$ cat src/rtl/sprite_blitter_if.sv
// rtl/sprite_blitter_if.sv - Queue, sprite-storage and framebuffer bus bundle for sprite_blitter
//
// Purpose: groups the three buses the blitter talks on.
//   queue   : is_empty, sprite_id, sprite_x, sprite_y, sprite_scale (head of queue), dequeue (pop)
//   storage : sprite_r0_select, sprite_r0_addr (read request), sprite_r0_data (1-cycle latency)
//   fb      : fb_w_en, fb_w_addr, fb_w_data (write), fb_w_ready (accept)
// master = blitter side, slave = queue/storage/framebuffer side.
interface sprite_blitter_if #(
    parameter int SPRITE_NUM       = 16,
    parameter int SPRITE_ADDR_SIZE = 10,
    parameter int FB_ADDR_W        = 17
);
    localparam int SEL_W = $clog2(SPRITE_NUM);

    logic                    is_empty;
    logic [7:0]              sprite_id;
    logic [15:0]             sprite_x;
    logic [15:0]             sprite_y;
    logic [7:0]              sprite_scale;
    logic                    dequeue;
    logic [SEL_W-1:0]        sprite_r0_select;
    logic [SPRITE_ADDR_SIZE:0] sprite_r0_addr;
    logic [3:0]              sprite_r0_data;
    logic                    fb_w_en;
    logic [FB_ADDR_W-1:0]    fb_w_addr;
    logic [3:0]              fb_w_data;
    logic                    fb_w_ready;

    modport master (
        input  is_empty, sprite_id, sprite_x, sprite_y, sprite_scale,
        output dequeue,
        output sprite_r0_select, sprite_r0_addr,
        input  sprite_r0_data,
        output fb_w_en, fb_w_addr, fb_w_data,
        input  fb_w_ready
    );

    modport slave (
        output is_empty, sprite_id, sprite_x, sprite_y, sprite_scale,
        input  dequeue,
        input  sprite_r0_select, sprite_r0_addr,
        output sprite_r0_data,
        input  fb_w_en, fb_w_addr, fb_w_data,
        output fb_w_ready
    );
endinterface

$ cat src/rtl/sprite_blitter.sv
// rtl/sprite_blitter.sv - Pops sprite draw commands and blits clipped, scaled, keyed pixels to the framebuffer
//
// Purpose: for each queued command (id, x, y, scale) walk the 2^s-scaled sprite area,
// read source pixels through one storage port and write visible non-zero pixels.
// Ports:
//   clock, reset : posedge clock, synchronous active-high reset
//   enable       : allows popping a new command (an in-flight sprite always completes)
//   busy         : high while a sprite is being processed or a pixel is in flight
//   bus          : queue / storage read / framebuffer write bundle (master side)
module sprite_blitter #(
    parameter int SPRITE_NUM       = 16,
    parameter int SPRITE_ADDR_SIZE = 10,
    parameter int SPRITE_W         = 32,
    parameter int SPRITE_H         = 32,
    parameter int SCREEN_W         = 320,
    parameter int SCREEN_H         = 240,
    parameter int FB_ADDR_W        = 17
) (
    input  logic             clock,
    input  logic             reset,
    input  logic             enable,
    output logic             busy,
    sprite_blitter_if.master bus
);
    localparam int SEL_W = $clog2(SPRITE_NUM);
    localparam int AW    = SPRITE_ADDR_SIZE + 1;
    localparam int DXW   = $clog2(SPRITE_W) + 3;
    localparam int DYW   = $clog2(SPRITE_H) + 3;
    localparam int PW    = 17;

    typedef enum logic [1:0] {IDLE, LOAD, DRAW, DRAIN} state_t;
    state_t state, state_next;

    logic [SEL_W-1:0]     id;
    logic [15:0]          x, y;
    logic [1:0]           s;
    logic [DXW-1:0]       dx, dx_last;
    logic [DYW-1:0]       dy, dy_last;
    logic [PW-1:0]        px, py;
    logic                 visible;
    logic [FB_ADDR_W-1:0] fb_addr;

    // Stage B: one coordinate whose storage data is arriving this cycle.
    logic                 b_valid, b_visible;
    logic [FB_ADDR_W-1:0] b_addr;
    // While stalled the read port already looks at the next coordinate, so
    // the stalled pixel is captured here and replayed until accepted.
    logic                 b_held;
    logic [3:0]           b_data;
    logic [3:0]           pix;
    logic                 stall, advance;

    logic unused_bits;
    assign unused_bits = ^{bus.sprite_id[7:SEL_W], bus.sprite_scale[7:2]};

    always_comb begin
        dx_last = DXW'((SPRITE_W << s) - 1);
        dy_last = DYW'((SPRITE_H << s) - 1);
        px      = PW'(x) + PW'(dx);
        py      = PW'(y) + PW'(dy);
        visible = (px < PW'(SCREEN_W)) && (py < PW'(SCREEN_H));
        fb_addr = FB_ADDR_W'(32'(py) * 32'(SCREEN_W) + 32'(px));
    end

    assign bus.sprite_r0_select = id;
    assign bus.sprite_r0_addr   = AW'(32'(dy >> s) * 32'(SPRITE_W) + 32'(dx >> s));

    assign pix           = b_held ? b_data : bus.sprite_r0_data;
    assign bus.fb_w_en   = b_valid && b_visible && (pix != 4'd0);
    assign bus.fb_w_data = bus.fb_w_en ? pix : 4'd0;
    assign bus.fb_w_addr = b_addr;
    assign stall         = bus.fb_w_en && !bus.fb_w_ready;
    assign advance       = !stall;
    assign busy          = (state != IDLE) || b_valid;

    always_ff @(posedge clock) begin
        if (reset) begin
            state <= IDLE;
        end else begin
            state <= state_next;
        end
    end

    always_comb begin
        state_next  = state;
        bus.dequeue = 1'b0;
        case (state)
            IDLE: begin
                if (enable && !bus.is_empty) begin
                    state_next = LOAD;
                end
            end
            LOAD: begin
                bus.dequeue = 1'b1;
                state_next  = DRAW;
            end
            DRAW: begin
                if (advance && (dx == dx_last) && (dy == dy_last)) begin
                    state_next = DRAIN;
                end
            end
            DRAIN: begin
                if (advance) begin
                    state_next = IDLE;
                end
            end
            default: state_next = IDLE;
        endcase
    end

    always_ff @(posedge clock) begin
        if (reset) begin
            id        <= '0;
            x         <= '0;
            y         <= '0;
            s         <= '0;
            dx        <= '0;
            dy        <= '0;
            b_valid   <= 1'b0;
            b_visible <= 1'b0;
            b_addr    <= '0;
            b_held    <= 1'b0;
            b_data    <= '0;
        end else begin
            if (stall) begin
                b_held <= 1'b1;
                b_data <= pix;
            end else begin
                b_held <= 1'b0;
            end
            case (state)
                LOAD: begin
                    id <= bus.sprite_id[SEL_W-1:0];
                    x  <= bus.sprite_x;
                    y  <= bus.sprite_y;
                    s  <= bus.sprite_scale[1:0];
                    dx <= '0;
                    dy <= '0;
                end
                DRAW: begin
                    if (advance) begin
                        b_valid   <= 1'b1;
                        b_visible <= visible;
                        b_addr    <= fb_addr;
                        // The final coordinate is held so the read address stays
                        // valid for stage B through DRAIN.
                        if (dx != dx_last) begin
                            dx <= dx + 1'b1;
                        end else if (dy != dy_last) begin
                            dx <= '0;
                            dy <= dy + 1'b1;
                        end
                    end
                end
                DRAIN: begin
                    if (advance) begin
                        b_valid <= 1'b0;
                    end
                end
                default: ;
            endcase
        end
    end
endmodule

$ cat src/flat_wrapper.sv
// flat-port wrapper written by rule: the top's interface ports become plain ports
module sprite_blitter_flat 
#(
    parameter int SPRITE_NUM       = 16,
    parameter int SPRITE_ADDR_SIZE = 10,
    parameter int SPRITE_W         = 32,
    parameter int SPRITE_H         = 32,
    parameter int SCREEN_W         = 320,
    parameter int SCREEN_H         = 240,
    parameter int FB_ADDR_W        = 17
)
  (clock, reset, enable, busy, bus_is_empty, bus_sprite_id, bus_sprite_x, bus_sprite_y, bus_sprite_scale, bus_dequeue, bus_sprite_r0_select, bus_sprite_r0_addr, bus_sprite_r0_data, bus_fb_w_en, bus_fb_w_addr, bus_fb_w_data, bus_fb_w_ready);
  sprite_blitter_if #(.SPRITE_NUM(SPRITE_NUM), .SPRITE_ADDR_SIZE(SPRITE_ADDR_SIZE), .FB_ADDR_W(FB_ADDR_W)) bus_i ();
  input  logic clock;
  input  logic reset;
  input  logic enable;
  output logic busy;
  input wire logic [$bits(bus_i.is_empty)-1:0] bus_is_empty;
  input wire logic [$bits(bus_i.sprite_id)-1:0] bus_sprite_id;
  input wire logic [$bits(bus_i.sprite_x)-1:0] bus_sprite_x;
  input wire logic [$bits(bus_i.sprite_y)-1:0] bus_sprite_y;
  input wire logic [$bits(bus_i.sprite_scale)-1:0] bus_sprite_scale;
  output wire logic [$bits(bus_i.dequeue)-1:0] bus_dequeue;
  output wire logic [$bits(bus_i.sprite_r0_select)-1:0] bus_sprite_r0_select;
  output wire logic [$bits(bus_i.sprite_r0_addr)-1:0] bus_sprite_r0_addr;
  input wire logic [$bits(bus_i.sprite_r0_data)-1:0] bus_sprite_r0_data;
  output wire logic [$bits(bus_i.fb_w_en)-1:0] bus_fb_w_en;
  output wire logic [$bits(bus_i.fb_w_addr)-1:0] bus_fb_w_addr;
  output wire logic [$bits(bus_i.fb_w_data)-1:0] bus_fb_w_data;
  input wire logic [$bits(bus_i.fb_w_ready)-1:0] bus_fb_w_ready;
  assign bus_i.is_empty = bus_is_empty;
  assign bus_i.sprite_id = bus_sprite_id;
  assign bus_i.sprite_x = bus_sprite_x;
  assign bus_i.sprite_y = bus_sprite_y;
  assign bus_i.sprite_scale = bus_sprite_scale;
  assign bus_dequeue = bus_i.dequeue;
  assign bus_sprite_r0_select = bus_i.sprite_r0_select;
  assign bus_sprite_r0_addr = bus_i.sprite_r0_addr;
  assign bus_i.sprite_r0_data = bus_sprite_r0_data;
  assign bus_fb_w_en = bus_i.fb_w_en;
  assign bus_fb_w_addr = bus_i.fb_w_addr;
  assign bus_fb_w_data = bus_i.fb_w_data;
  assign bus_i.fb_w_ready = bus_fb_w_ready;
  sprite_blitter #(.SPRITE_NUM(SPRITE_NUM), .SPRITE_ADDR_SIZE(SPRITE_ADDR_SIZE), .SPRITE_W(SPRITE_W), .SPRITE_H(SPRITE_H), .SCREEN_W(SCREEN_W), .SCREEN_H(SCREEN_H), .FB_ADDR_W(FB_ADDR_W)) u_core (.clock(clock), .reset(reset), .enable(enable), .busy(busy), .bus(bus_i));
endmodule
$ cat config.mk
export PLATFORM = sky130hd
export DESIGN_NAME = sprite_blitter_flat
export DESIGN_NICKNAME = d
export VERILOG_FILES = /design/src/rtl/sprite_blitter_if.sv /design/src/rtl/sprite_blitter.sv /design/src/flat_wrapper.sv
export SDC_FILE = /design/constraint.sdc
export NUM_CORES = 1
export LEC_CHECK = 0
export ABC_AREA = 1
export CAP_MARGIN = 20
export CORE_MARGIN = 1.5
export CORE_UTILIZATION = 60
export CTS_BUF_LIST = sky130_fd_sc_hd__clkbuf_16
export DETAILED_ROUTE_END_ITERATION = 16
export DONT_BUFFER_PORTS = 1
export PLACE_DENSITY = 0.84
export SLEW_MARGIN = 20
export SYNTH_ARGS = -nofsm -noshare
export SYNTH_HDL_FRONTEND = slang
export SYNTH_SLANG_ARGS = --single-unit
$ cat constraint.sdc
create_clock -name clock -period 7.9 [get_ports clock]
set_clock_uncertainty 0.15 [all_clocks]
set_input_delay 2.37 -clock clock [delete_from_list [all_inputs] [get_ports clock]]
set_output_delay 2.37 -clock clock [all_outputs]
set_load 0.005 [all_outputs]
== After elaboration in Yosys (flattened, before gate mapping) ==
Index checks and enable logic that the tools add are counted.

* Flip-flop bits (word level): 80
* Bits in latches: 0
* RAM bits: 0
* Bits in read-only memories: 0
* Input port bits: 57
* Output and inout bits: 39
* Logic and storage cells: 80
* Memories kept: 0

* $add $sub $neg: 7
* Multipliers: 1
* Div/mod/pow operators: 0
* Magnitude comparators: 2
* Equality and inequality tests: 14
* Shift-type cells: 3
* Muxes and demuxes: 19
* Bitwise logic cells: 1
* Reduce and logical (&&, ||, !) cells: 21

{| class="wikitable"
|+ Operator list
! kind !! number
|-
| $mux 8 || 6
|-
| $add 16x8->17 || 2
|-
| $pmux 8 s2 || 2
|-
| $add 17x17->17 || 1
|-
| $lt 17x8->1 const B || 1
|-
| $lt 17x9->1 const B || 1
|-
| $mul 17x3->11 const B || 1
|-
| $add 8x1->8 const B || 2
|-
| $eq 8x8->1 || 2
|-
| $ne 8x8->1 || 2
|-
| $add 11x11->11 || 1
|-
| $shr 8x2->11 || 1
|-
| $reduce_and 3->1 || 3
|-
| $mux 4 || 2
|-
| $pmux 2 s4 || 1
|-
| $shl 6x2->8 const A || 1
|-
| $shr 8x2->6 || 1
|-
| $sub 8x2->8 const B || 1
|-
| $logic_and 1x1->1 || 7
|-
| $mux 2 || 3
|-
| $ne 2x1->1 const B || 3
|-
| $ne 2x2->1 const B || 3
|-
| $reduce_bool 2->1 || 3
|-
| $eq 2x2->1 const B || 2
|-
| other kinds (11) || 16
|}

== Longest topological paths before layout ==
Gate-level depths: netlist (run 1).

* Word-level depth: 9
* Mapped depth: 28
* Mapped depth without buffers: 28

== Worst setup path before layout (run 1) ==
OpenSTA, ideal clock, no wires.

* Path kind: input-to-output
* Start point: in bus_sprite_r0_data[3]
* End point: out bus_fb_w_data[0]
* Arrival time: 3.075 ns
* Required time: 5.380 ns
* Path slack: 2.305 ns
* Stages: 6
* Path buffers: 0
* Cell sequence: inv_1 -> o21ai_0 -> nor3_2 -> nor2_4 -> inv_1 -> nor2_1

* Cells in the longest elaborated chain, start to end: 4

{| class="wikitable"
|+ RTL lines
! element !! line !! RTL
|-
| from (decl) || flat_wrapper.sv:26 || <nowiki>input wire logic [$bits(bus_i.sprite_r0_data)-1:0] bus_sprite_r0_data;</nowiki>
|-
| $mux 4 || sprite_blitter.sv:68 || <nowiki>assign pix = b_held ? b_data : bus.sprite_r0_data;</nowiki>
|-
| $reduce_bool 4->1 || sprite_blitter.sv:69 || <nowiki>assign bus.fb_w_en = b_valid && b_visible && (pix != 4'd0);</nowiki>
|-
| $logic_and 1x1->1 || sprite_blitter.sv:69 ||
|-
| net bus_fb_w_en || flat_wrapper.sv:27 || <nowiki>output wire logic [$bits(bus_i.fb_w_en)-1:0] bus_fb_w_en;</nowiki>
|-
| $mux 4 || sprite_blitter.sv:70 || <nowiki>assign bus.fb_w_data = bus.fb_w_en ? pix : 4'd0;</nowiki>
|-
| to (decl) || flat_wrapper.sv:29 || <nowiki>output wire logic [$bits(bus_i.fb_w_data)-1:0] bus_fb_w_data;</nowiki>
|}

The timed path passes the listed nets, and every way through them passes these cells.

== Worst setup path in the final report (run 1) ==
* Start point: in bus_sprite_r0_data[3]
* End point: out bus_fb_w_data[1]

Same word-level chain as after synthesis.

==> results of run 1 <==
-- metrics by stage --
step	hold slack, ps	instances
2_1_floorplan	294	969
3_3_place_gp	299	1078
3_5_place_dp	308	1078
4_1_cts	319	1094
5_1_grt	350	1094
6_report	322	1094
-- registers in the layout (all words and copies together) (netlist names) --
register / cells
u_core.s: 2
u_core.state: 2
u_core.b_visible: 1
u_core.b_held: 1
u_core.b_data: 4
u_core.x: 16
u_core.bus.sprite_r0_select: 4
u_core.dy: 8
u_core.bus.fb_w_addr: 17
u_core.b_valid: 1
u_core.y: 16
u_core.dx: 8
-- final timing paths --
path | slack (ps) | to | startpoint | cells past startpoint
worst min-delay path | 320 | u_core.b_visible | u_core.b_visible | 2
worst min register to register | 320 | u_core.b_visible | u_core.b_visible | 2
worst max-delay path | 2210 | bus_fb_w_data[1] | bus_sprite_r0_data[3] | 6
worst max register to register | 3020 | u_core.bus.fb_w_addr[16] | u_core.dy[0] | 27
-- final cells by class --
cell class              instances  area [µm²]
repair buffers                  3        22.5
multi-input cells             710        3920
clock inverters                 7        80.1
clock buffers                   9         225
inverters                     152         572
flip-flops and latches         80        1600
well taps                     133         166
fillers                       923        3320
-- Yosys cell counts, types with 3 or more instances --
cell type / n
or2_2: 4
a21oi_1: 67
dfxtp_1: 80
o221ai_1: 4
a31oi_1: 3
nor2_1: 104
and2_1: 3
nor3b_1: 3
clkbuf_1: 19
nand2_1: 218
o21ai_1: 6
nor4_1: 3
o211ai_1: 3
ha_1: 50
fa_1: 5
xnor2_1: 12
xor2_1: 22
buf_2: 6
nand4_1: 13
o21ai_2: 3
inv_1: 148
o21ai_0: 86
nor3_1: 10
nor2_4: 3
nand3_1: 67
-- worst max-delay path, cell delays in order --
cell	delay (ps)
inv_1	20
o21ai_0	260
nor3_2	110
nor2_4	210
inv_1	80
nor2_1	120
-- power breakdown --
group / internal [µW] / switching [µW] / total [µW]
combinational: 334 / 653 / 987
clock: 248 / 184 / 432
sequential: 518 / 107 / 625
-- per-layer routing --
metal,global-route usage [%],routed length (µm),vias up
li1,-,-,3119
met1,37.0,6810,2761
met2,50.0,7010,182
met3,7.24,959,25
met4,10.3,310,0
met5,0,0,-
-- kinds of logic (layout without fill, tap and decap cells) --
kind of cell,Yosys count,after routing
adder cells (fa/ha/maj),55,55
buffers and inverters,179,171
flip-flops,80,80
XOR/XNOR,34,34
AND/OR/NAND/NOR,438,438
AO/OA/AOI/OAI,182,182
multiplexers,1,1
==> impl_metrics.csv, run 1 <==
group,metric,value,unit
place,placed_cell_area,0.00628,mm²
synth,syn_inst,969,
sta,fmax,0.176,GHz
route,wl_per_cell,13.8,µm
floorplan,die_x,105,µm
flow_run,drv_cap,0,
setup_path,arrival,3170,ps
layout,nNetsFinal,1068,
synth,synth_xor_area_share,4.80,%
clock_network,cts_buffers,9,
sta,rsz0062_at_grt,"no",
route,ant_nets,0,
floorplan,num_io_pins,96,
synth,ys_ff_latch,80,
place,numPortBuffers,0,
clock_network,cts.sinks,80,
floorplan,fp.coreArea,0.00991,mm²
floorplan,die_area,0.0110,mm²
sta,timing.slew.headroom,51.4,%
run_status,outcome,"complete, no violations",
synth,synth_nets,1081,
grt,grt_pass1_wl,26.6,mm
place,place_congestion,0.929,
layout,final_core_util,66.5,%
sta,fin_tns_setup,0,ps
grt,grt.total_usage,29.7,%
place,dp_slack,2200,ps
synth,synth-main-ff-cell,"dfxtp_1",
grt,grt_overflow,0,
route,via_per_inst,5.56,
route,drc,0,
route,wirelength,15.1,mm
hold_path,hold_class,"reg2reg",
layout,layout_common_cells,"nand2_1 (218), inv_1 (147), nor2_1 (104)",
power_and_ir_drop,finalPower,2040,µW
floorplan,rows,36,
layout,drive_above_1_share,4.37,%
setup_path,critPathLaunchType,"input port",
sta,setup_viol,0,
synth,yosys-top-cells-area,"dfxtp_1 (26%), nand2_1 (13%), ha_1 (10%)",
synth,async_flop_share,0,%
synth,yosysWarnings,0,
synth,synth_area,0.00621,mm²
synth,synth_area_leader_cell,"dfxtp_1",
setup_path,crit_required,5380,ps
sta,finalWorstSetupSlack,2210,ps
layout,diodes,0,
setup_path,end_kind,"output pin",
synth,synth_top_family_by_area,"simple AND/OR/NAND/NOR gates",
grt,antenna_found_initial,0,
synth,synthAdderAreaFrac,11.7,%
clock_network,root_buffer,"clkbuf_16",
sta,period_minus_slack,5690,ps
power_and_ir_drop,vdd_ir_drop_max,267,µV
clock_network,post_cts_buffers,0,
sta,finalMaxSlewViolations,0,
synth,yosysTopAreaCellShare,25.8,%
synth,synth_compound_area_share,15.7,%
setup_path,worstSetupPathType,"in2out",
sta,period_share,72.0,%
layout,final_common_cell,"nand2_1",
setup_path,cp_max_fo,5,
layout,area_delta_synth_final,6.09,%
synth,synth-edff-count,0,
synth,avgSynthCellArea,6.41,µm²
grt,grt_pass1_vias,5834,
floorplan,start_util,62.7,%
sta,tightest_slew,729,ps
synth,synthSimpleGateAreaFrac,30.8,%
clock_network,clk-insertion-delay-late,360,ps
synth,muxShareOfSynthArea,0.161,%
synth,seq_area_frac_synth,25.8,%
clock_network,cts_tree,"yes",
route,initialDrtViolationCount,360,
power_and_ir_drop,leakage,0.00322,µW
clock_network,htreeDepth,3,
power_and_ir_drop,p_per_area,310,mW/mm²
floorplan,fp.dieH,105,µm
route,via_count,6087,
sta,hold_violations,0,
route,first_pass_iters,5,
clock_network,holdBufCountCts,0,
place,hpwl,11.2,mm
synth,ys_types,45,
layout,fin_area,0.00659,mm²
clock_network,clk_pin_slew,60,ps
grt,grt_max_degree,63,
clock_network,ctsResizeCount,0,
clock_network,ctsLongestPathBuffers,2,
Note: power is estimated with default switching activity, not from simulation.
==> run 2: changes to the inputs <==
clock period = 5.8 ns   (was 7.9 ns; I/O delays follow)
==> run 2 against run 1 <==
Cell area shrank 0.36%. Critical path depth grew 3. Hold slack gained 3.4 ps. Critical endpoint is now bus_sprite_r0_addr[10]. Cell count is the same. Via count shrank 0.90%. Sequential power grew 37%. Sequential share of layout area grew 0.088 points. Clock power grew 22%. Die area is the same. Register-to-register slack lost 2000 ps.
==> impl_metrics.csv, run 2 (synthesized netlist as in run 1, its figures left out) <==
group,metric,value,unit
floorplan,die_x,105,µm
layout,area_delta_synth_final,5.70,%
clock_network,root_buffer,"clkbuf_16",
layout,final_common_cell,"nand2_1",
clock_network,post_cts_buffers,0,
power_and_ir_drop,sequentialPowerShare,31.3,%
flow_run,drv_cap,0,
layout,largest_reg_flops,17,
clock_network,clk_pin_slew,60,ps
setup_path,worstSetupPathType,"reg2out",
power_and_ir_drop,vdd_ir_drop_max,268,µV
layout,fin_area,0.00656,mm²
floorplan,rows,36,
place,dp_cells,1077,
setup_path,end_kind,"output pin",
clock_network,ctsResizeCount,0,
grt,grt_pass1_wl,25.9,mm
setup_path,critPathLaunchType,"flip-flop",
route,initialDrtViolationCount,301,
route,first_pass_iters,5,
sta,period_share,83.3,%
power_and_ir_drop,swShare,46.9,%
setup_path,crit_required,3910,ps
clock_network,ctsLongestPathBuffers,2,
floorplan,start_util,62.7,%
run_status,outcome,"complete, no violations",
setup_path,arrival,2940,ps
sta,setup_viol,0,
grt,grt_max_degree,38,
place,hpwl,11.3,mm
sta,hold_violations,0,
layout,layout_common_cells,"nand2_1 (218), inv_1 (147), nor2_1 (104)",
layout,nNetsFinal,1068,
grt,antenna_found_initial,0,
layout,final_core_util,66.2,%
layout,instances_no_fill,1094,
route,wl_per_cell,14.0,µm
route,via_per_inst,5.51,
power_and_ir_drop,p_per_area,415,mW/mm²
place,placed_cell_area,0.00627,mm²
floorplan,fp.coreArea,0.00991,mm²
power_and_ir_drop,p_int,1450,µW
grt,grt_overflow,0,
clock_network,htreeDepth,3,
floorplan,num_io_pins,96,
sta,tightest_slew,926,ps
setup_path,cp_max_fo,18,
power_and_ir_drop,finalPower,2730,µW
layout,diodes,0,
power_and_ir_drop,leakage,0.00321,µW
place,numPortBuffers,0,
layout,fillers,902,
layout,drive_above_1_share,4.16,%
route,via_count,6032,
grt,grt_pass1_vias,5645,
hold_path,hold_class,"reg2reg",
sta,period_minus_slack,4830,ps
sta,fin_tns_setup,0,ps
clock_network,clk-insertion-delay-late,350,ps
clock_network,holdBufCountCts,0,
clock_network,cts.sinks,80,
sta,fmax,0.207,GHz
power_and_ir_drop,switchingPower,1280,µW
sta,rsz0062_at_grt,"no",
floorplan,fp.dieH,105,µm
sta,timing.slew.headroom,38.2,%
clock_network,cts_tree,"yes",
sta,finalMaxSlewViolations,0,
place,place_congestion,0.930,
route,drc,0,
clock_network,cts_buffers,9,
route,ant_nets,0,
floorplan,die_area,0.0110,mm²
grt,grt.total_usage,28.8,%
power_and_ir_drop,pwr-share-comb,49.3,%
power_and_ir_drop,p_clk_share,19.4,%
route,wirelength,15.3,mm
[run 2: cell types whose count changed in the layout (fill, tap and decap cells not counted), sizes merged]
cell,delta
inv,-2
bufinv,-1
clkinv,+3
[run 2: worst max-delay path, stage by stage (launching register included)]
cell and delay, ps:
dfxtp_1 710, inv_1 360, nand2_1 270, o221ai_1 180, ha_1 320, nand2_1 70, nor2_1 40, a211oi_1 300
nor4_1 110, xnor2_1 230
[run 2: cell type report]
type	instances	area (µm²)	share of cell area, %
clock buffers	9	225	3.43
clock inverters	7	48.8	0.743
inverters	152	572	8.71
multi-input cells	710	3920	59.7
flip-flops and latches	80	1600	24.4
well taps	133	166	2.54
repair buffers	3	30.0	0.457
[run 2: metal layers]
metal,GRT usage (%),up-vias,wire (µm)
li1,-,3104,-
met1,36.0,2728,7070
met5,0,-,0
met4,10.1,0,345
met3,5.61,30,780
met2,49.2,170,7070
[run 2: worst paths after layout]
path,cells after the start,to,start,slack (ps)
worst max register to register,25,u_core.bus.fb_w_addr[16],u_core.dy[0],1020
worst min-delay path,2,u_core.b_data[2],u_core.b_data[2],330
worst min register to register,2,u_core.b_data[2],u_core.b_data[2],330
worst max-delay path,9,bus_sprite_r0_addr[10],u_core.s[1],970
[run 2: stage by stage]
step | setup WS (ps) | hold WS, ps
3_3_place_gp | 1120 | 299
2_1_floorplan | 1460 | 294
4_1_cts | 1010 | 324
6_report | 967 | 325
3_5_place_dp | 1070 | 314
5_1_grt | 574 | 330
[run 2: power groups by stage]
| stage | clock network [µW] | registers (µW) | logic [µW] |
|---|---|---|---|
| global placement | 0 | 857 | 1280 |
| finish | 528 | 854 | 1340 |
| CTS | 535 | 851 | 1330 |
| global route | 557 | 875 | 1520 |
| floorplan | 0 | 800 | 1070 |
| detailed placement | 0 | 859 | 1310 |
